### config.mk
export PLATFORM = sky130hd
export DESIGN_NAME = wb_arbiter
export DESIGN_NICKNAME = d
export VERILOG_FILES = /design/src/rtl/wb_arbiter.sv
export SDC_FILE = /design/constraint.sdc
export NUM_CORES = 1
export LEC_CHECK = 0
export BUFFER_PORTS_ARGS = -buffer_cell sky130_fd_sc_hd__buf_4
export CORE_ASPECT_RATIO = 1.1
export CORE_MARGIN = 5
export CORE_UTILIZATION = 58
export CTS_BUF_LIST = sky130_fd_sc_hd__clkbuf_8
export CTS_CLUSTER_SIZE = 14
export DETAILED_ROUTE_END_ITERATION = 10
export HOLD_SLACK_MARGIN = 0.1
export PLACE_DENSITY = 0.78
export SKIP_CTS_REPAIR_TIMING = 1
export SYNTH_ARGS = -nofsm -noshare
export SYNTH_HDL_FRONTEND = slang
export SYNTH_SLANG_ARGS = --single-unit
### constraint.sdc
create_clock -name clk -period 12.4 [get_ports clk]
set_clock_uncertainty 0.1 [all_clocks]
set_input_delay 1.24 -clock clk [delete_from_list [all_inputs] [get_ports clk]]
set_output_delay 1.24 -clock clk [all_outputs]
set_load 0.01 [all_outputs]
### src/rtl/wb_arbiter.sv
// Writeback arbiter: ALU (source 0) and MEM (source 1) results queue in per-source FIFOs and are
// granted round-robin into a registered regfile write port. Define WB_HAZARD_EN for the q_ra/q_hit lookup.
module wb_arbiter #(
    parameter int DATAWIDTH  = 32,
    parameter int REGISTERS  = 32,
    parameter int INDEX      = $clog2(REGISTERS),
    parameter int FIFO_DEPTH = 4
) (
    input  logic                 clk,
    input  logic                 rst,
    input  logic                 alu_valid,
    output logic                 alu_ready,
    input  logic [INDEX-1:0]     alu_wa,
    input  logic [DATAWIDTH-1:0] alu_wd,
    input  logic                 mem_valid,
    output logic                 mem_ready,
    input  logic [INDEX-1:0]     mem_wa,
    input  logic [DATAWIDTH-1:0] mem_wd,
    output logic                 werf,
    output logic [INDEX-1:0]     wa,
    output logic [DATAWIDTH-1:0] wd,
`ifdef WB_HAZARD_EN
    input  logic [INDEX-1:0]     q_ra,
    output logic                 q_hit,
`endif
    output logic                 busy
);

    localparam int PW = $clog2(FIFO_DEPTH);

    logic [1:0]           in_valid;
    logic [1:0]           ready_vec;
    logic [1:0]           nonempty;
    logic [1:0]           grant;
    logic [INDEX-1:0]     in_wa   [2];
    logic [DATAWIDTH-1:0] in_wd   [2];
    logic [INDEX-1:0]     head_wa [2];
    logic [DATAWIDTH-1:0] head_wd [2];
`ifdef WB_HAZARD_EN
    logic [1:0]           fifo_hit;
`endif

    logic                 last_grant_reg;  // 1 = MEM was granted last
    logic                 werf_reg;
    logic [INDEX-1:0]     wa_reg;
    logic [DATAWIDTH-1:0] wd_reg;

    assign in_valid = {mem_valid, alu_valid};
    assign in_wa[0] = alu_wa;
    assign in_wa[1] = mem_wa;
    assign in_wd[0] = alu_wd;
    assign in_wd[1] = mem_wd;

    generate
        for (genvar gi = 0; gi < 2; gi++) begin : g_src
            logic [PW:0]          wr_ptr_reg;
            logic [PW:0]          rd_ptr_reg;
            logic [INDEX-1:0]     wa_mem [FIFO_DEPTH];
            logic [DATAWIDTH-1:0] wd_mem [FIFO_DEPTH];
            logic                 full;
            logic                 push;

            // Extra wrap bit distinguishes full from empty when the index bits match.
            assign full = (wr_ptr_reg[PW] != rd_ptr_reg[PW]) &&
                          (wr_ptr_reg[PW-1:0] == rd_ptr_reg[PW-1:0]);
            assign nonempty[gi]  = (wr_ptr_reg != rd_ptr_reg);
            assign ready_vec[gi] = !full;
            // Writes to x0 finish the handshake but are never queued.
            assign push          = in_valid[gi] && !full && (in_wa[gi] != '0);
            assign head_wa[gi]   = wa_mem[rd_ptr_reg[PW-1:0]];
            assign head_wd[gi]   = wd_mem[rd_ptr_reg[PW-1:0]];

            always_ff @(posedge clk) begin
                if (rst) begin
                    wr_ptr_reg <= '0;
                    rd_ptr_reg <= '0;
                end else begin
                    if (push)
                        wr_ptr_reg <= wr_ptr_reg + {{PW{1'b0}}, 1'b1};
                    if (grant[gi])
                        rd_ptr_reg <= rd_ptr_reg + {{PW{1'b0}}, 1'b1};
                end
            end

            always_ff @(posedge clk) begin
                if (push) begin
                    wa_mem[wr_ptr_reg[PW-1:0]] <= in_wa[gi];
                    wd_mem[wr_ptr_reg[PW-1:0]] <= in_wd[gi];
                end
            end

`ifdef WB_HAZARD_EN
            logic [PW:0] count;
            logic        hit;

            assign count = wr_ptr_reg - rd_ptr_reg;

            // A slot is live when its distance from the read pointer is below the occupancy.
            always_comb begin
                hit = 1'b0;
                for (int i = 0; i < FIFO_DEPTH; i++) begin
                    if (({1'b0, PW'(i) - rd_ptr_reg[PW-1:0]} < count) && (wa_mem[i] == q_ra))
                        hit = 1'b1;
                end
            end

            assign fifo_hit[gi] = hit;
`endif
        end
    endgenerate

    always_comb begin
        grant = nonempty;
        if (&nonempty)
            grant = last_grant_reg ? 2'b01 : 2'b10;
    end

    always_ff @(posedge clk) begin
        if (rst) begin
            last_grant_reg <= 1'b1;
            werf_reg       <= 1'b0;
            wa_reg         <= '0;
            wd_reg         <= '0;
        end else begin
            werf_reg <= |grant;
            if (|grant) begin
                last_grant_reg <= grant[1];
                wa_reg         <= grant[1] ? head_wa[1] : head_wa[0];
                wd_reg         <= grant[1] ? head_wd[1] : head_wd[0];
            end
        end
    end

    assign alu_ready = ready_vec[0];
    assign mem_ready = ready_vec[1];
    assign werf      = werf_reg;
    assign wa        = wa_reg;
    assign wd        = wd_reg;
    assign busy      = (|nonempty) | werf_reg;

`ifdef WB_HAZARD_EN
    assign q_hit = (q_ra != '0) && ((|fifo_hit) || (werf_reg && (wa_reg == q_ra)));
`endif

endmodule

# Word-level counts from Yosys, hierarchy flattened

Memory sizes are Yosys's and may differ from the RTL's. A register that Yosys moved wholly into a read port is not among the register bits.
Index checks and enable logic that the tools add are counted.

Register bits after elaboration: 51
RAM bits: 296
Memories kept: 4

Reductions and logical operators: 13
Multiplexer cells: 16
Add/subtract/negate cells: 4
Bitwise logic cells: 1
Equal/unequal tests: 6

Memories:

| memory          | depth | width | rd ports | clocked after Yosys merged registers in | wr ports | line | RTL |
|---|---|---|---|---|---|---|---|
| g_src[0].wd_mem | 4     | 32    | 1        | 1                                       | 1        | 59   | `logic [DATAWIDTH-1:0] wd_mem [FIFO_DEPTH];` |
| g_src[1].wd_mem | 4     | 32    | 1        | 1                                       | 1        | 59   |  |
| g_src[0].wa_mem | 4     | 5     | 1        | 1                                       | 1        | 58   | `logic [INDEX-1:0] wa_mem [FIFO_DEPTH];` |
| g_src[1].wa_mem | 4     | 5     | 1        | 1                                       | 1        | 58   |  |

Operators with widths:

| cell                  | number |
|---|---|
| $mux W32              | 1 |
| $mux W2               | 10 |
| $add A3 B1 Y3 const B | 4 |
| $reduce_bool A5 Y1    | 2 |
| $logic_and A1 B1 Y1   | 6 |
| $ne A3 B3 Y1          | 2 |
| $mux W5               | 1 |
| $eq A2 B2 Y1          | 2 |
| $mux W1               | 4 |
| $reduce_or A2 Y1      | 2 |
| $logic_not A1 Y1      | 2 |
| $ne A1 B1 Y1          | 2 |
| $reduce_and A2 Y1     | 1 |
| $or A1 B1 Y1          | 1 |

# Depth between registers and ports, before layout

Gate-level depths: netlist (run 1).

Depth after elaboration: 7
Gate-level depth with buffers: 6

# Least setup slack after synthesis (run 1)

Ideal clock, no wire load.

Kind: in2reg
Start point: in mem_wa[0]
End point: mem g_src[1].wa_mem[3][0] (netlist bit) (enable)
Path slack: 7.829 ns
Data arrival time: 3.994 ns
Cell stages on the path: 3
Path buffers: 0
Path through: or4_1 -> o21ai_1 -> nor3_1

Cells in the longest elaborated chain, start to end: 4

RTL lines:

| item                          | line | RTL |
|---|---|---|
| from (decl)                   | 17   | `input logic [INDEX-1:0] mem_wa,` |
| $reduce_bool A5 Y1            | 69   | `assign push = in_valid[gi] && !full && (in_wa[gi] != '0);` |
| $logic_and A1 B1 Y1           | 69   |  |
| $mux W1                       | 86   | `if (push) begin` |
| $mux W1 (not written as such) | 87   | `wa_mem[wr_ptr_reg[PW-1:0]] <= in_wa[gi];` |
| to (decl)                     | 58   |  |

No other way between the ends.

# Final worst setup path (run 1)

Start point: reg g_src[1].wr_ptr_reg[1]
End point: out busy

Cells in the longest elaborated chain, start to end: 3

RTL lines:

| item                   | line | RTL |
|---|---|---|
| from (decl)            | 56   | `logic [PW:0] wr_ptr_reg;` |
| from (signal assigned) | 79   | `wr_ptr_reg <= wr_ptr_reg + {{PW{1'b0}}, 1'b1};` |
| $ne A3 B3 Y1           | 66   | `assign nonempty[gi] = (wr_ptr_reg != rd_ptr_reg);` |
| $reduce_or A2 Y1       | 139  | `assign busy = (\|nonempty) \| werf_reg;` |
| $or A1 B1 Y1           | 139  |  |
| to (decl)              | 26   | `output logic busy` |

No other way between the ends.

==> results.md, run 1 <==
- Status: finished, final reports clean
- RSZ-0062 raised after global routing: false
- Final GP Congestion: 0.775
- Site Rows: 58
- GR Util All Layers: 20.7%
- CTS buffer count: 52
- Cell variety after synth: 43
- Vias per cell: 6.02
- Post-synthesis compound-gate area fraction: 4.30%
- Clock slew at reported path FFs: 0.06 ns
- Simple-gate area share of the yosys netlist: 4.30%
- Number of synthesized flops with an enable pin: 296
- Grt total ovfl: 0
- Fin util: 68.0%
- Place WS: 8.91 ns
- Req. time, crit path: 11.06 ns
- Synth Area in XOR/XNOR: 0.928%
- Critical path class: reg -> out
- Top achievable clock speed: 246 MHz
- Lkg Pwr: 5.33 nW
- Number of synthesized register bits: 351
- PortBufs: 118
- Final worst slack: 8.33 ns
- Most frequent cells in the layout: 296 x edfxtp_1, 125 x buf_4, 70 x mux4_2
- Final Critical Period: 4.07 ns
- Worst Setup Start Kind: flip-flop
- Die area: 26100 um2
- Synth Net Count: 728
- Ys Warns: 0
- Relative slew slack: 23.6%
- Post-Synth Adder-Cell Area: 0.938%
- First-pass GRT wire length: 41200 um
- Main combinational cell family by area after synthesis: multiplexers
- Most common cell after layout, fill and taps aside: edfxtp_1
- Standard cell core area: 22800 um2
- Period utilization: 32.8%
- CP arrival: 2.73 ns
- Pins Over Slew Limit: 0
- Vias post-DR: 6771
- ANT cells: 0
- CP Max Fanout: 41
- Average cell area after synthesis: 20.8 um2
- Switching power of the nets: 860 uW
- Busiest grt layer: met2
- Met2 usage in global routing: 35.7%
- Area Growth Syn to Fin: 16.1%
- Clk buf depth: 3
- Largest net degree at the start of global routing: 42
- Worst vdd ir: 0.0959 mV
- Clk pwr share: 28.5%
- Sw Ratio: 28.1%
- Max_cap viols: 0
- Flop pwr share: 49.2%
- Routed len/inst: 23.6 um
- Root buffer cell: clkbuf_8
- Fraction of synthesized area in multiplexers: 12.7%
- Clk_lat worst skew: 0.56 ns
- Initial antenna violation count: 0
- WL final: 26600 um
- Worst-margin pin slew: 1.14 ns
- Met3 GRT Util: 4.42%
- # clock sinks: 351
- Nets: 870
- Share of post-route cells with drive strength above 1: 35.8%
- DIE HEIGHT: 169 um
- Power, Total: 3.06 mW
- Post-synth ARST share: 0%
- Number of top-level pins: 119
- Int Pwr: 2.20 mW
- Max reg flops: 256
- Setup TNS: 0 ns
- Cells after Synth: 640
- Routing usage on met1: 26.6%
- DRC Markers: 0
- Htree depth: 2
- Fillers: 1466
- HP Class: reg -> reg
- CTS tree: yes
- Post-route ant nets: 0
- Main flop type after synthesis: edfxtp_1
- Final HPWL DP: 16500 um
- Iteration-0 DRC Markers: 496
- Initial Util: 58.5%
- Pwr dens: 198 nW/um2
- Final setup vio count: 0
- CP endpoint kind: output port
- Final Hold Fails: 0
- Mapped cell area: 13300 um2
- Logic gate share of total power: 22.3%
- Seq/Total Area, Yosys: 74.9%
- First-pass iteration count of the detailed router: 5
- Die width: 155 um
- Vias in the first global route: 7372
-- metrics by stage --
stage	hold slack, ns	area, um2	std cells
after detailed placement	0.378	14500	1028
after global routing	0.409	15500	1125
after CTS	0.393	15500	1125
after global placement	0.370	14500	1028
final	0.394	15500	1125
after floorplan	0.385	13300	640
-- worst paths after layout --
check             depth (start not counted)  slack [ns]                   to                                 from
setup / recovery                          4        8.33                 busy  g_src[1].wr_ptr_reg[1]$_SDFFE_PP0P_
hold / removal                            1        0.39  wd[31]$_SDFFE_PP0P_                  wd[31]$_SDFFE_PP0P_
setup reg to reg                          5        9.23  wd[12]$_SDFFE_PP0P_  g_src[1].wr_ptr_reg[1]$_SDFFE_PP0P_
hold reg to reg                           1        0.39  wd[31]$_SDFFE_PP0P_                  wd[31]$_SDFFE_PP0P_
-- synthesized netlist by cell type, drive strengths merged (3+ instances only) --
cell / instances / area share [%]
and4: 35 / 2.3
or3: 3 / 0.14
mux4: 74 / 13
ha: 10 / 0.94
and3: 7 / 0.33
buf: 20 / 1.2
edfxtp: 296 / 67
clkbuf: 17 / 0.49
nand3: 9 / 0.34
a21oi: 15 / 0.56
xnor2: 6 / 0.56
a221o: 35 / 2.6
dfxtp: 55 / 8.3
or4: 5 / 0.28
o21ai: 11 / 0.41
inv: 11 / 0.31
nor3: 7 / 0.52
xor2: 3 / 0.37
o31ai: 4 / 0.26
-- final cells by class --
| class | instances | area (um2) | share of cell area (%) |
|---|---|---|---|
| multi-input cells | 241 | 3120 | 20.2 |
| flip-flops and latches | 351 | 10000 | 64.6 |
| repair buffers | 125 | 938 | 6.06 |
| well taps | 300 | 375 | 2.42 |
| clock inverters | 34 | 145 | 0.937 |
| inverters | 11 | 41.3 | 0.267 |
| clock buffers | 63 | 867 | 5.60 |
-- cells by family (layout without fill, tap and decap cells) --
| group | count (synthesis) | count (layout) |
|---|---|---|
| multiplexers | 75 | 75 |
| AO/OA/AOI/OAI | 72 | 72 |
| buffers and inverters | 48 | 233 |
| XOR/XNOR | 9 | 9 |
| adder cells (fa/ha/maj) | 10 | 10 |
| AND/OR/NAND/NOR | 75 | 75 |
| flip-flops | 351 | 351 |
-- power by group through the flow --
stage	combinational (mW)	clock, mW	sequential [mW]
after detailed placement	0.689	0	1.54
after global placement	0.668	0	1.53
after global routing	0.733	0.947	1.53
final	0.682	0.873	1.51
after CTS	0.689	0.888	1.51
after floorplan	0.528	0	1.47
-- per-layer routing --
layer,wire (um),up-vias
met3,1940,53
met4,631,0
met5,0,-
met2,13800,261
met1,10200,3451
li1,-,3006
-- critical path, stage by stage, from the launching register on --
cell	delay, ns
dfxtp_1	0.45
xnor2_2	0.18
nand3_2	0.71
or3_1	0.65
buf_4	0.16
Note: power is estimated with default switching activity, not from simulation.
==> run 2, diff against run 1 <==
--- a/config.mk
+++ b/config.mk
@@ -5,10 +5,11 @@
 export SDC_FILE = /design/constraint.sdc
 export NUM_CORES = 1
 export LEC_CHECK = 0
+export ABC_AREA = 1
 export BUFFER_PORTS_ARGS = -buffer_cell sky130_fd_sc_hd__buf_4
 export CORE_ASPECT_RATIO = 1.1
 export CORE_MARGIN = 5
-export CORE_UTILIZATION = 58
+export CORE_UTILIZATION = 56
 export CTS_BUF_LIST = sky130_fd_sc_hd__clkbuf_8
 export CTS_CLUSTER_SIZE = 14
 export DETAILED_ROUTE_END_ITERATION = 10
==> constraint.sdc (replaced) <==
create_clock -name clk -period 3.32 [get_ports clk]
set_clock_uncertainty 0.1 [all_clocks]
set_input_delay 0.332 -clock clk [delete_from_list [all_inputs] [get_ports clk]]
set_output_delay 0.332 -clock clk [all_outputs]
set_load 0.01 [all_outputs]
==> run 2 against run 1 <==
Clock power grew to 3.6 times the previous value. Utilization is 0.64 points higher. Final cell count is 62% higher. Synthesized cell count is 99% higher. First-iteration DRC count is 91% higher. Via count is 43% higher. Hold slack worse by 0.30 ns. Final area is 9.1% higher. Die area is 8.6% higher. Register-to-register slack worse by 8.4 ns. Clock-buffer cell count is 4 lower.
==> results.md, run 2 <==
- Status: finished, final reports clean
- Seq/Total Area, Yosys: 71.0%
- Hold Path Depth: 5
- CP dominant cell by count: nand2_1
- Post-route ant nets: 0
- GR Util All Layers: 20.9%
- Standard cell core area: 24600 um2
- Design area: 16900 um2
- Grt total ovfl: 0
- Max reg flops: 256
- Place WS: 0.815 ns
- WL final: 30900 um
- Crit-path cells: inv_2 > nand2_1 > nand2_1 > nand2_1 > nor2_1 > nor2_1 > inv_1 > nor2_4 > buf_12
- Stages on worst setup path: 9
- Htree depth: 2
- Sw Ratio: 35.7%
- Synth top area cells: edfxtp_1 63%, dfxtp_1 7.8%, nand2_1 6.6%
- Vias in the first global route: 9084
- Lkg Pwr: 6.72 nW
- Final Critical Period: 2.52 ns
- Top achievable clock speed: 397 MHz
- # clock sinks: 351
- Initial antenna violation count: 0
- ANT cells: 0
- Cells after Synth: 1273
- Number of synthesized register bits: 351
- Synth area leader: edfxtp_1
- CTS tree: yes
- Die area: 28400 um2
- Logic gate share of total power: 31.9%
- Vias per cell: 5.32
- Largest net degree at the start of global routing: 87
- Number of top-level pins: 119
- CP arrival: 2.69 ns
- Area Growth Syn to Fin: 20.1%
- Final std cells w/o fill: 1820
- Int Pwr: 8.21 mW
- Pwr dens: 757 nW/um2
- First-pass GRT wire length: 47100 um
- Most frequent cells in the layout: 296 x edfxtp_1, 249 x nand2_1, 238 x nor2_1
- Worst Reg-to-Reg Cells: 9
- Most common cell after layout, fill and taps aside: edfxtp_1
- Worst R2R Start: g_src[1].wr_ptr_reg[0]$_SDFFE_PP0P_
- RSZ-0062 raised after global routing: false
- Clk_lat worst skew: 0.58 ns
- HP Class: in -> reg
- Ys Warns: 0
- Clk pwr share: 24.7%
- PortBufs: 118
- Final GP Congestion: 0.905
- Hold WS: 0.0952 ns
- First-pass iteration count of the detailed router: 5
- Worst vdd ir: 0.416 mV
- Worst-margin pin slew: 1.11 ns
- Clock slew at reported path FFs: 0.06 ns
- Average cell area after synthesis: 11.0 um2
- Relative slew slack: 25.7%
- Fillers: 1753
- Routed len/inst: 17.0 um
- Final setup vio count: 0
- Initial Util: 57.1%
- Max_cap viols: 0
- Main flop type after synthesis: edfxtp_1
- Req. time, crit path: 3.49 ns
- Worst reg-to-reg setup slack: 0.80 ns
- Iteration-0 DRC Markers: 947
- Synth Net Count: 1361
- Worst Setup Start Kind: flip-flop
- Placed Cells incl. Taps: 1648
- Mapped cell area: 14100 um2
- Max stage delay on crit path: 0.52 ns
- Die width: 161 um
- CTS buffer count: 54
- DRC Markers: 0
- Final worst slack: 0.799 ns
- Pins Over Slew Limit: 0
- Final Hold Fails: 0
- CP Max Fanout: 21
- Flop pwr share: 43.4%
- Vias post-DR: 9675
- Most common cell in the netlist: edfxtp_1
- Buffers & Inverters on Critical Path: 3
- Switching power of the nets: 4.57 mW
- RR Endpoint: g_src[1].wd_mem[3][11]$_DFFE_PP_
- Post-synth ARST share: 0%
- CP endpoint: g_src[1].wd_mem[3][11]$_DFFE_PP_
- Cell variety after synth: 26
- Clk buf depth: 3
- Commonest cells post-synth: 296 x edfxtp_1, 249 x nand2_1, 246 x nor2_1, 135 x o21ai_0, 62 x o21ai_1
- Period utilization: 75.9%
- Share of the synthesized area in the top cell type: 63.2%
- Placed Instance Area: 15200 um2
- Slowest CP cell: nor2_4
- Final HPWL DP: 19100 um
- Share of post-route cells with drive strength above 1: 15.0%
- Number of synthesized flops with an enable pin: 296
- Site Rows: 60
- Crit path from: g_src[1].wr_ptr_reg[0]$_SDFFE_PP0P_
- Critical path's top delay family: simple AND/OR/NAND/NOR gates
- DIE HEIGHT: 176 um
- Setup TNS: 0 ns
- CP endpoint kind: flip-flop
- Root buffer cell: clkbuf_8
- Critical path class: reg -> reg
- Nets: 1557
==> run 2: cell families after synthesis <==
group	share of synthesized area (%)
DFF	71.0
buffers and inverters	4.44
and+or+nand+nor	15.7
adders and majority gates	0.890
xor gates and xnor gates	0.249
AOI/OAI and AO/OA	7.70
==> run 2: how the worst min path moves through the flow <==
stage	from	endpoint
floorplan	alu_wa[0]	g_src[0].wa_mem[0][0]$_DFFE_PP_
global placement	wd[23]$_SDFFE_PP0P_	wd[23]$_SDFFE_PP0P_
detailed placement	wd[12]$_SDFFE_PP0P_	wd[12]$_SDFFE_PP0P_
CTS	alu_wd[31]	g_src[0].wd_mem[0][31]$_DFFE_PP_
global route	mem_valid	g_src[1].wr_ptr_reg[2]$_SDFFE_PP0P_
finish	mem_valid	g_src[1].wr_ptr_reg[2]$_SDFFE_PP0P_
==> run 2: power by group through the flow <==
stage	logic, mW	registers, mW	clock network [mW]
CTS	4.01	5.55	3.23
floorplan	2.80	5.60	0
finish	4.08	5.55	3.15
global route	4.59	5.59	3.44
detailed placement	4.00	5.63	0
global placement	3.89	5.63	0
==> run 2: tightest hold or removal path: cells and delay by family <==
kind	cells	cell delay, ns
AO/OA/AOI/OAI	1	0.06
buffers and inverters	1	0.12
AND/OR/NAND/NOR	3	0.19
==> run 2: cell type report <==
cell class	count	area [um2]	share of cell area [%]
clock buffer	59	812	4.81
clock inverter	38	146	0.867
inverter	70	263	1.56
multi-input combinational	785	3510	20.8
sequential	351	9990	59.2
tap	310	388	2.30
timing repair buffer	207	1780	10.5
==> run 2: stage by stage <==
| stage | power (mW) | util (%) |
|---|---|---|
| CTS | 12.8 | 65.5 |
| global route | 13.6 | 68.6 |
| detailed placement | 9.63 | 61.7 |
| floorplan | 8.40 | - |
| global placement | 9.52 | 61.7 |
| finish | 12.8 | 68.6 |
==> run 2: metal layers <==
layer  up-vias  global-route usage (%)  part of all wire, %
met3        53                    4.20                  6.1
met2       331                    34.4                   49
met1      4595                    28.4                   42
met4         0                    6.54                  2.3
li1       4696                       -                    -
met5         -                       0                    0
